File: src/rtl/tdc_pkg.sv
`default_nettype none
// ============================================================================
// Module      : tdc_pkg
// Description : Shared word codes, markers, FSM encoding and the header
//               helper for the TDC event packer.
// Revision    : 1.0 - initial release
// ============================================================================
package tdc_pkg;

  localparam logic [3:0]  c_type_tdc_hdr = 4'b0001;
  localparam logic [3:0]  c_type_tdc_trl = 4'b0011;
  localparam logic [3:0]  c_type_lead    = 4'b0100;
  localparam logic [3:0]  c_type_trail   = 4'b0101;
  localparam logic [3:0]  c_type_err     = 4'b0110;

  localparam logic [3:0]  c_hdr_marker   = 4'hA;
  localparam logic [3:0]  c_trl_marker   = 4'h5;
  localparam logic [31:0] c_pad_word     = 32'hFFFF_FFFF;

  localparam int          c_err_tdc      = 0;
  localparam int          c_err_unknown  = 1;
  localparam int          c_err_trunc    = 2;

  localparam logic [15:0] c_crc_init     = 16'hFFFF;
  localparam logic [15:0] c_crc_poly     = 16'h1021;

  typedef enum logic [2:0] {
    S_IDLE    = 3'd0,
    S_HEADER  = 3'd1,
    S_FETCH   = 3'd2,
    S_PACK    = 3'd3,
    S_TRAILER = 3'd4,
    S_DONE    = 3'd5
  } state_t;

  function automatic logic [63:0] make_header(
    input logic [3:0]  trig,
    input logic [23:0] lv1,
    input logic [11:0] bx,
    input logic [11:0] fec,
    input logic [3:0]  fov
  );
    return {c_hdr_marker, trig, lv1, bx, fec, fov, 1'b0, 1'b0, 2'b00};
  endfunction

endpackage
`default_nettype wire

File: src/rtl/tdc_event_packer_if.sv
`default_nettype none
// ============================================================================
// Module      : tdc_event_packer_if
// Description : Request, FIFO-side and output-stream signals of the packer.
// Revision    : 1.0 - initial release
// ============================================================================
interface tdc_event_packer_if;

  logic        transmit_request;
  logic [31:0] orbit_number;
  logic [31:0] acquisition_counter;
  logic        fifo_empty;
  logic        fifo_rd_en;
  logic [31:0] fifo_data;
  logic [63:0] data_out;
  logic        data_valid;
  logic        data_ready;
  logic        transmit_complete;
  logic        busy;
  logic [14:0] err_flags;

  // master: the packer itself
  modport master (
    input  transmit_request, orbit_number, acquisition_counter,
    input  fifo_empty, fifo_data, data_ready,
    output fifo_rd_en, data_out, data_valid, transmit_complete, busy, err_flags
  );

  modport slave (
    output transmit_request, orbit_number, acquisition_counter,
    output fifo_empty, fifo_data, data_ready,
    input  fifo_rd_en, data_out, data_valid, transmit_complete, busy, err_flags
  );

endinterface
`default_nettype wire

File: src/rtl/crc16_64.sv
`default_nettype none
// ============================================================================
// Module      : crc16_64
// Description : CRC-16-CCITT (0x1021, init 0xFFFF), one 64-bit word per clock.
// Revision    : 1.0 - initial release
// ============================================================================
module crc16_64
  import tdc_pkg::*;
(
  input  logic        clk,
  input  logic        rst,
  input  logic        i_clear,
  input  logic        i_en,
  input  logic [63:0] i_data,
  output logic [15:0] o_crc
);

  logic [15:0] r_crc;

  // MSB-first, non-reflected
  function automatic logic [15:0] crc_step(input logic [15:0] crc, input logic [63:0] d);
    logic [15:0] c;
    c = crc;
    for (int i = 63; i >= 0; i--) begin
      c = {c[14:0], 1'b0} ^ ((c[15] ^ d[i]) ? c_crc_poly : 16'h0000);
    end
    return c;
  endfunction

  always_ff @(posedge clk) begin
    if (rst) begin
      r_crc <= c_crc_init;
    end else if (i_en) begin
      r_crc <= crc_step(i_clear ? c_crc_init : r_crc, i_data);
    end else if (i_clear) begin
      r_crc <= c_crc_init;
    end
  end

  assign o_crc = r_crc;

endmodule
`default_nettype wire

File: src/rtl/tdc_event_packer.sv
`default_nettype none
// ============================================================================
// Module      : tdc_event_packer
// Description : Packs HPTDC FIFO words into a header/payload/trailer 64-bit
//               stream. TDC_EVENT_PACKER_CRC_EN adds a CRC-16 in the trailer.
// Revision    : 1.0 - initial release
// ============================================================================
module tdc_event_packer
  import tdc_pkg::*;
#(
  parameter logic [3:0]  TRIGGER_TYPE = 4'hA,
  parameter logic [11:0] FEC_ID       = 12'd10,
  parameter logic [3:0]  FOV          = 4'd2,
  parameter int          NUM_TDC      = 4,
  parameter int          MAX_WORDS    = 1024,
  parameter int          CNT_W        = 12
) (
  input  logic                clk,
  input  logic                rst,
  tdc_event_packer_if.master  io_bus
);

  localparam int                TDC_W       = $clog2(NUM_TDC + 1);
  localparam logic [TDC_W-1:0]  c_last_tdc  = TDC_W'(NUM_TDC - 1);
  localparam logic [CNT_W-1:0]  c_max_words = CNT_W'(MAX_WORDS);

  state_t             r_state;
  logic [63:0]        r_data_out;
  logic               r_valid;
  logic               r_rd_en;
  logic               r_pending;
  logic               r_complete;
  logic               r_busy;
  logic [31:0]        r_half;
  logic               r_half_vld;
  logic [TDC_W-1:0]   r_tdc_done;
  logic [CNT_W-1:0]   r_evt_len;
  logic [CNT_W-1:0]   r_hit_cnt;
  logic [2:0]         r_err;
  logic [14:0]        r_err_flags;

  logic [3:0]         w_type;
  logic               w_is_hit;
  logic               w_accept;
  logic [CNT_W-1:0]   w_evt_next;
  logic [15:0]        w_crc;
  logic [63:0]        w_trailer;

  assign w_type     = io_bus.fifo_data[31:28];
  assign w_is_hit   = (w_type == c_type_lead) || (w_type == c_type_trail) || (w_type == c_type_err);
  assign w_accept   = r_valid & io_bus.data_ready;
  assign w_evt_next = (r_evt_len == '1) ? r_evt_len : r_evt_len + CNT_W'(1);
  // evt_len counts words loaded so far, so w_evt_next already includes the trailer
  assign w_trailer  = {c_trl_marker, 4'h0, 24'(w_evt_next), 1'b0, r_err,
                       12'(r_hit_cnt), w_crc};

`ifdef TDC_EVENT_PACKER_CRC_EN
  logic r_valid_d;
  logic w_crc_en;
  logic w_crc_clr;

  always_ff @(posedge clk) begin
    if (rst) r_valid_d <= 1'b0;
    else     r_valid_d <= r_valid;
  end

  // Each word is folded in on its first valid cycle; the trailer is excluded
  assign w_crc_en  = r_valid & ~r_valid_d & ~((r_state == S_TRAILER) & ~r_half_vld);
  assign w_crc_clr = (r_state == S_HEADER);

  crc16_64 u_crc (
    .clk     (clk),
    .rst     (rst),
    .i_clear (w_crc_clr),
    .i_en    (w_crc_en),
    .i_data  (r_data_out),
    .o_crc   (w_crc)
  );
`else
  assign w_crc = 16'h0000;
`endif

  always_ff @(posedge clk) begin
    if (rst) begin
      r_state     <= S_IDLE;
      r_data_out  <= '0;
      r_valid     <= 1'b0;
      r_rd_en     <= 1'b0;
      r_pending   <= 1'b0;
      r_complete  <= 1'b0;
      r_busy      <= 1'b0;
      r_half      <= '0;
      r_half_vld  <= 1'b0;
      r_tdc_done  <= '0;
      r_evt_len   <= '0;
      r_hit_cnt   <= '0;
      r_err       <= '0;
      r_err_flags <= '0;
    end else begin
      r_complete <= 1'b0;
      r_rd_en    <= 1'b0;
      r_pending  <= r_rd_en;
      case (r_state)
        S_IDLE: begin
          if (io_bus.transmit_request) begin
            r_data_out  <= make_header(TRIGGER_TYPE, io_bus.acquisition_counter[23:0],
                                       io_bus.orbit_number[11:0], FEC_ID, FOV);
            r_valid     <= 1'b1;
            r_busy      <= 1'b1;
            r_evt_len   <= CNT_W'(1);
            r_hit_cnt   <= '0;
            r_tdc_done  <= '0;
            r_err       <= '0;
            r_err_flags <= '0;
            r_half_vld  <= 1'b0;
            r_state     <= S_HEADER;
          end
        end
        S_HEADER: begin
          if (w_accept) begin
            r_valid <= 1'b0;
            r_state <= S_FETCH;
          end
        end
        S_FETCH: begin
          if (!io_bus.fifo_empty && !r_rd_en && !r_pending) r_rd_en <= 1'b1;
          if (r_pending) begin
            if (w_is_hit) begin
              if (w_type == c_type_err) begin
                r_err[c_err_tdc] <= 1'b1;
                r_err_flags      <= r_err_flags | io_bus.fifo_data[14:0];
              end
              if (r_hit_cnt == c_max_words) begin
                r_err[c_err_trunc] <= 1'b1;
              end else begin
                r_hit_cnt <= r_hit_cnt + CNT_W'(1);
                if (r_half_vld) begin
                  r_data_out <= {r_half, io_bus.fifo_data};
                  r_valid    <= 1'b1;
                  r_half_vld <= 1'b0;
                  r_evt_len  <= w_evt_next;
                  r_state    <= S_PACK;
                end else begin
                  r_half     <= io_bus.fifo_data;
                  r_half_vld <= 1'b1;
                end
              end
            end else if (w_type == c_type_tdc_trl) begin
              if (r_tdc_done == c_last_tdc) begin
                r_state <= S_TRAILER;
                if (r_half_vld) begin
                  r_data_out <= {r_half, c_pad_word};
                  r_valid    <= 1'b1;
                  r_evt_len  <= w_evt_next;
                end
              end else begin
                r_tdc_done <= r_tdc_done + TDC_W'(1);
              end
            end else if (w_type != c_type_tdc_hdr) begin
              r_err[c_err_unknown] <= 1'b1;
            end
          end
        end
        S_PACK: begin
          if (w_accept) begin
            r_valid <= 1'b0;
            r_state <= S_FETCH;
          end
        end
        S_TRAILER: begin
          // An idle cycle separates a flushed half-word from the trailer
          if (!r_valid) begin
            r_data_out <= w_trailer;
            r_valid    <= 1'b1;
            r_evt_len  <= w_evt_next;
          end else if (w_accept) begin
            r_valid <= 1'b0;
            if (r_half_vld) begin
              r_half_vld <= 1'b0;
            end else begin
              r_complete <= 1'b1;
              r_busy     <= 1'b0;
              r_state    <= S_DONE;
            end
          end
        end
        S_DONE: begin
          r_state <= S_IDLE;
        end
        default: begin
          r_state <= S_IDLE;
        end
      endcase
    end
  end

  assign io_bus.data_out          = r_data_out;
  assign io_bus.data_valid        = r_valid;
  assign io_bus.fifo_rd_en        = r_rd_en;
  assign io_bus.transmit_complete = r_complete;
  assign io_bus.busy              = r_busy;
  assign io_bus.err_flags         = r_err_flags;

endmodule
`default_nettype wire

File: src/flat_wrapper.sv
// flat-port wrapper written by rule: the top's interface ports become plain ports
module tdc_event_packer_flat import tdc_pkg::*;
#(
  parameter logic [3:0]  TRIGGER_TYPE = 4'hA,
  parameter logic [11:0] FEC_ID       = 12'd10,
  parameter logic [3:0]  FOV          = 4'd2,
  parameter int          NUM_TDC      = 4,
  parameter int          MAX_WORDS    = 1024,
  parameter int          CNT_W        = 12
)
  (clk, rst, io_bus_transmit_request, io_bus_orbit_number, io_bus_acquisition_counter, io_bus_fifo_empty, io_bus_fifo_data, io_bus_data_ready, io_bus_fifo_rd_en, io_bus_data_out, io_bus_data_valid, io_bus_transmit_complete, io_bus_busy, io_bus_err_flags);
  tdc_event_packer_if io_bus_i ();
  input  logic clk;
  input  logic rst;
  input wire logic [$bits(io_bus_i.transmit_request)-1:0] io_bus_transmit_request;
  input wire logic [$bits(io_bus_i.orbit_number)-1:0] io_bus_orbit_number;
  input wire logic [$bits(io_bus_i.acquisition_counter)-1:0] io_bus_acquisition_counter;
  input wire logic [$bits(io_bus_i.fifo_empty)-1:0] io_bus_fifo_empty;
  input wire logic [$bits(io_bus_i.fifo_data)-1:0] io_bus_fifo_data;
  input wire logic [$bits(io_bus_i.data_ready)-1:0] io_bus_data_ready;
  output wire logic [$bits(io_bus_i.fifo_rd_en)-1:0] io_bus_fifo_rd_en;
  output wire logic [$bits(io_bus_i.data_out)-1:0] io_bus_data_out;
  output wire logic [$bits(io_bus_i.data_valid)-1:0] io_bus_data_valid;
  output wire logic [$bits(io_bus_i.transmit_complete)-1:0] io_bus_transmit_complete;
  output wire logic [$bits(io_bus_i.busy)-1:0] io_bus_busy;
  output wire logic [$bits(io_bus_i.err_flags)-1:0] io_bus_err_flags;
  assign io_bus_i.transmit_request = io_bus_transmit_request;
  assign io_bus_i.orbit_number = io_bus_orbit_number;
  assign io_bus_i.acquisition_counter = io_bus_acquisition_counter;
  assign io_bus_i.fifo_empty = io_bus_fifo_empty;
  assign io_bus_i.fifo_data = io_bus_fifo_data;
  assign io_bus_i.data_ready = io_bus_data_ready;
  assign io_bus_fifo_rd_en = io_bus_i.fifo_rd_en;
  assign io_bus_data_out = io_bus_i.data_out;
  assign io_bus_data_valid = io_bus_i.data_valid;
  assign io_bus_transmit_complete = io_bus_i.transmit_complete;
  assign io_bus_busy = io_bus_i.busy;
  assign io_bus_err_flags = io_bus_i.err_flags;
  tdc_event_packer #(.TRIGGER_TYPE(TRIGGER_TYPE), .FEC_ID(FEC_ID), .FOV(FOV), .NUM_TDC(NUM_TDC), .MAX_WORDS(MAX_WORDS), .CNT_W(CNT_W)) u_core (.clk(clk), .rst(rst), .io_bus(io_bus_i));
endmodule
File: config.mk
export PLATFORM = sky130hd
export DESIGN_NAME = tdc_event_packer_flat
export DESIGN_NICKNAME = d
export VERILOG_FILES = /design/src/rtl/tdc_pkg.sv /design/src/rtl/tdc_event_packer_if.sv /design/src/rtl/crc16_64.sv /design/src/rtl/tdc_event_packer.sv /design/src/flat_wrapper.sv
export SDC_FILE = /design/constraint.sdc
export NUM_CORES = 1
export LEC_CHECK = 0
export ABC_AREA = 0
export BUFFER_PORTS_ARGS = -buffer_cell sky130_fd_sc_hd__buf_2
export CORE_UTILIZATION = 45
export DETAILED_ROUTE_END_ITERATION = 12
export PLACE_DENSITY = 0.68
export SETUP_SLACK_MARGIN = 0.5
export SYNTH_ARGS = -nofsm -noshare
export SYNTH_HDL_FRONTEND = slang
export SYNTH_SLANG_ARGS = --single-unit
File: constraint.sdc
create_clock -name clk -period 2.7 [get_ports clk]
set_clock_uncertainty 0.15 [all_clocks]
set_input_delay 0 -clock clk [delete_from_list [all_inputs] [get_ports clk]]
set_output_delay 0 -clock clk [all_outputs]
set_load 0.03 [all_outputs]
**Yosys cells after proc, flatten, opt, wreduce, memory -nomap -nowiden**

Cells that the tools add are included.

- Multiply operators: 0
- Muxes and demuxes: 80
- Add/sub/neg operators: 3
- Shift-type cells: 0
- Reduce and logical (&&, ||, !) cells: 27
- Bitwise operators: 8
- Divide/modulo/power cells: 0
- Magnitude comparators: 0
- Equal/unequal tests: 33

Operators by type and width:

| kind | count |
|---|---|
| $mux 64 | 9 |
| $pmux 64 s3 | 1 |
| $mux 12 | 13 |
| $mux 15 | 4 |
| $mux 3 | 17 |
| $pmux 12 s3 | 1 |
| $pmux 15 s2 | 1 |
| $mux 1 | 27 |
| $reduce_and 5->1 | 5 |
| $add 12x1->12 const B | 2 |
| $pmux 12 s2 | 1 |
| $reduce_and 7->1 | 3 |
| $ne 2x1->1 const B | 10 |
| $or 15x15->15 | 1 |
| $ne 2x2->1 const B | 7 |
| $eq 12x11->1 const B | 1 |
| $eq 12x12->1 const B | 1 |
| $eq 4x3->1 const B | 3 |
| $pmux 3 s2 | 2 |
| $pmux 3 s4 | 1 |
| $reduce_and 6->1 | 2 |
| $reduce_and 10->1 | 1 |
| $eq 3x2->1 const B | 3 |
| $reduce_and 8->1 | 1 |
| other kinds (22) | 34 |

- ROM bits: 0
- Memories kept: 0
- Flip-flop bits (word level): 150
- Word-level logic and storage cells: 167
- Output and inout port bits: 83
- Latch bits: 0
- Memory bits (writable): 0

**Depth between registers and ports, before layout**

- Word-level depth: 8
- Mapped depth: 9
- Mapped depth without buffers: 7

**Worst setup path before layout**

OpenSTA, ideal clock, no wires.

- Path kind: register to register
- Start: reg u_core.r_hit_cnt[0]
- End: reg u_core.r_data_out[17], in the netlist u_core.io_bus.data_out[17]
- Data arrival time: 2.097 ns
- Setup time: 0.123 ns
- Cell stages (with the launch flop): 10
- Setup slack: 0.330 ns
- Cell sequence: dfxtp_1 -> inv_1 -> ha_1 -> nor4b_2 -> nand3_1 -> o311a_1 -> buf_4 -> o21ai_4 -> buf_6 -> mux2_1

- Word-level cells in the longest chain between the ends: 3

Ends and longest elaborated chain:

| item | line | text |
|---|---|---|
| start, declared | tdc_event_packer.sv:38 | `logic [CNT_W-1:0] r_hit_cnt;` |
| start signal, assigned | tdc_event_packer.sv:136 | `r_hit_cnt <= r_hit_cnt + CNT_W'(1);` |
| $eq 12x11->1 | tdc_event_packer.sv:133 | `if (r_hit_cnt == c_max_words) begin` |
| $ne 3x3->1 (no source line) | - |  |
| $reduce_and 8->1 (no source line) | - |  |
| end signal, assigned | tdc_event_packer.sv:138 | `r_data_out <= {r_half, io_bus.fifo_data};` |
| end signal, assigned | tdc_event_packer.sv:152 | `r_data_out <= {r_half, c_pad_word};` |
| end signal, assigned | tdc_event_packer.sv:173 | `r_data_out <= w_trailer;` |
| end, declared | tdc_event_packer.sv:28 | `logic [63:0] r_data_out;` |

No other way between the ends.
A chain may end at the register's enable or synchronous reset.

**Worst setup path after layout**

- Start: reg u_core.r_hit_cnt[10]
- End: reg u_core.r_evt_len[8]

- Word-level cells in the longest chain between the ends: 3

Ends and longest elaborated chain:

| item | line | text |
|---|---|---|
| $eq 12x11->1 | tdc_event_packer.sv:133 |  |
| $ne 3x3->1 (no source line) | - |  |
| $reduce_and 7->1 (no source line) | - |  |
| end signal, assigned | tdc_event_packer.sv:141 | `r_evt_len <= w_evt_next;` |
| end signal, assigned | tdc_event_packer.sv:154 | `r_evt_len <= w_evt_next;` |
| end signal, assigned | tdc_event_packer.sv:175 | `r_evt_len <= w_evt_next;` |
| end, declared | tdc_event_packer.sv:37 | `logic [CNT_W-1:0] r_evt_len;` |

No other way between the ends.

==> qor.csv <==
stage,metric,value,unit
worst_setup_path,worstSetupStartpointType,flop,
timing,slew_violations,0,
finish,layout_commonest_cell,buf_2,
grt,overflow,0,
grt,grt_pass1_vias,7387,
worst_setup_path,crit_required,2.88,ns
grt,grt_max_degree,59,
status,status,finished clean,
yosys,synth_fp_nets,973,
worst_setup_path,r2r-start,u_core.r_hit_cnt[10],
worst_hold_path,min-delay-start,rst,
finish,diodes,0,
timing,tightest_slew,0.9442,ns
placed_design,routabilityCongestion,0.9453,
yosys,synth_edf_count,0,
detailed_routing,wl,27.01,mm
clock_network,clk_pin_slew_worst_paths,0.07,ns
yosys,synthArstFlopShare,0,%
detailed_routing,wl_per_cell,20.14,um
worst_hold_path,hold_path_class,in -> reg,
grt,grt_first_pass_wirelength,39.74,mm
worst_setup_path,cp.arrival,2.55,ns
timing,post-route-period-util,87.79,%
clock_network,clock_tree.buffer_depth,2,
clock_network,htree_levels,4,
timing,setup_tns,0,ns
yosys,yosysTopAreaCellShare,41.00,%
worst_setup_path,end_kind,flop,
detailed_routing,vias_per_cell,6.028,
yosys,syn_inst,867,
placed_design,portBuffers,155,
yosys,ys_top_cells_by_area,"dfxtp_1, nand2_1, a21oi_1",
clock_network,clock_latency,0.44,ns
power_and_ir_drop,cellLeakagePower,0.004468,uW
worst_setup_path,crit_path_start,u_core.r_hit_cnt[10],
timing,fmax,421.9,MHz
worst_setup_path,crit_path_max_fanout,5,
timing,rsz0062_at_grt,yes,
floorplan,core_area,15890,um2
grt,antenna_found_initial,0,
floorplan,dieArea,16790,um2
placed_design,placed_area,8429,um2
power_and_ir_drop,peakVddDrop,634.0,uV
detailed_routing,antenna_left,0,
floorplan,num_io_pins,184,
floorplan,rows,46,
finish,layout.nets,1218,
yosys,seq_area_frac_synth,41.00,%
yosys,synthFlopType,dfxtp_1,
clock_network,numCtsBuffers,17,
grt,groute.usage.overall,30.94,%
yosys,avgSynthCellArea,8.447,um2
timing,hold_viol_final,0,
yosys,synth_top_area_cell,dfxtp_1,
yosys,synth_area,7323,um2
yosys,synth_cell_types,74,
clock_network,clock_sinks,150,
detailed_routing,drtIter0Drc,832,
clock_network,cts_tree,done,
power_and_ir_drop,cellPowerDensity,956.8,nW/um2
yosys,synth_warnings,0,
floorplan,die_y,129.6,um
clock_network,cts_root_buf,clkbuf_16,
finish,layout_common_cells,"buf_2, nand2_1, dfxtp_1",
timing,slew_headroom,37.05,%
worst_setup_path,path_class,reg -> reg,
yosys,synth_seq_cells,150,
detailed_routing,drt-pass1-iter-count,9,
floorplan,chipWidth,129.6,um
detailed_routing,drc,0,
timing,post-route-min-period,2.370,ns
finish,syn2layout_area_growth,48.47,%
floorplan,start_util,46.10,%
finish,final_area,10870,um2
flow_run,cap_violations,0,
detailed_routing,vias,8083,
finish,drive_gt1_share,32.71,%
placed_design,hpwl,16.16,mm
timing,setup_violations,0,
==> timing repair <==
item                       in CTS  in global routing
pin swaps                      10                 16
cloned                          5                  3
setup buffers                  25                  9
setup endpoints to repair      79                115
resized for setup              76                 59
hold endpoints to repair      107                  0
hold buffers                   70                  0
==> path summary, 6_finish.rpt <==
| kind | endpoint | slack [ns] | depth (start not counted) |
|---|---|---|---|
| max reg2reg | u_core.r_evt_len[8] | 0.33 | 7 |
| max | u_core.r_evt_len[8] | 0.33 | 7 |
| min reg2reg | u_core.r_half[28] | 0.31 | 2 |
| min | u_core.r_half[19] | 0.09 | 2 |
==> power breakdown <==
| group | switching, uW | internal, uW | total, uW | leakage (uW) |
|---|---|---|---|---|
| combinational | 2750 | 2240 | 4990 | 0.00294 |
| clock | 1090 | 1410 | 2500 | 0.000303 |
| sequential | 318 | 2600 | 2910 | 0.00123 |
==> per-stage QoR <==
stage / setup WS [ns] / cells / util, % / power (uW) / hold slack [ns]
2_1_floorplan: 0.4122 / 867 / - / 5231 / -0.01404
3_3_place_gp: 0.2914 / 1197 / 53.06 / 6353 / 0.09361
3_5_place_dp: 0.2423 / 1197 / 53.06 / 6383 / 0.1053
4_1_cts: 0.3803 / 1329 / 65.89 / 9877 / 0.04726
5_1_grt: 0.2718 / 1341 / 68.45 / 10770 / 0.08684
6_report: 0.3298 / 1341 / 68.45 / 10400 / 0.08750
==> metal layers <==
layer	share of wire [%]	vias to the layer above	GRT usage (%)	wire, um
met4	3.3	0	12.65	882
met5	0	-	0	0
met3	8.0	85	6.235	2164
li1	-	3709	-	-
met1	42	3861	41.74	11440
met2	46	428	48.25	12530
==> registers in the layout, indices dropped and copies added (netlist names), 3 cells and up <==
register and flops:
u_core.io_bus.data_out 64, u_core.io_bus.err_flags 15, u_core.r_err 3, u_core.r_evt_len 12, u_core.r_half 32, u_core.r_hit_cnt 12, u_core.r_state 3, u_core.r_tdc_done 3
==> cell usage after synthesis (11+ instances only) <==
cell	count
o21ai_0	22
clkbuf_1	65
o211ai_1	22
buf_2	14
a221o_1	13
mux2i_1	36
inv_1	13
dfxtp_1	150
nor2b_1	11
o221a_2	25
or4_1	11
nand2_1	144
nand3_1	30
a31oi_1	14
nor2_1	46
a21oi_1	77
==> logic make-up after synthesis <==
logic type                 Yosys count  share of synthesized area [%]
AOI/OAI and AO/OA                  256                          25.58
xor gates and xnor gates             2                         0.2392
adders and majority gates            5                         0.8543
buffers and inverters               99                          5.775
DFF                                150                          41.00
muxes                               44                          6.151
and+or+nand+nor                    311                          20.40
==> critical path: stages, from the launching register on <==
cell,delay [ns]
dfxtp_1,0.40
nor3b_1,0.35
nand3_2,0.19
o311a_4,0.36
o21ai_4,0.23
buf_6,0.16
buf_16,0.13
mux2_4,0.30
==> cell type report <==
cell class                 count  area, um2
sequential                   150       3018
clock buffer                  17      425.4
multi-input combinational    618       4433
clock inverter                15      178.9
fill                        1248       5012
timing repair buffer         312       2494
inverter                      13      53.80
tap                          216      270.3
Note: power is estimated with default switching activity, not from simulation.
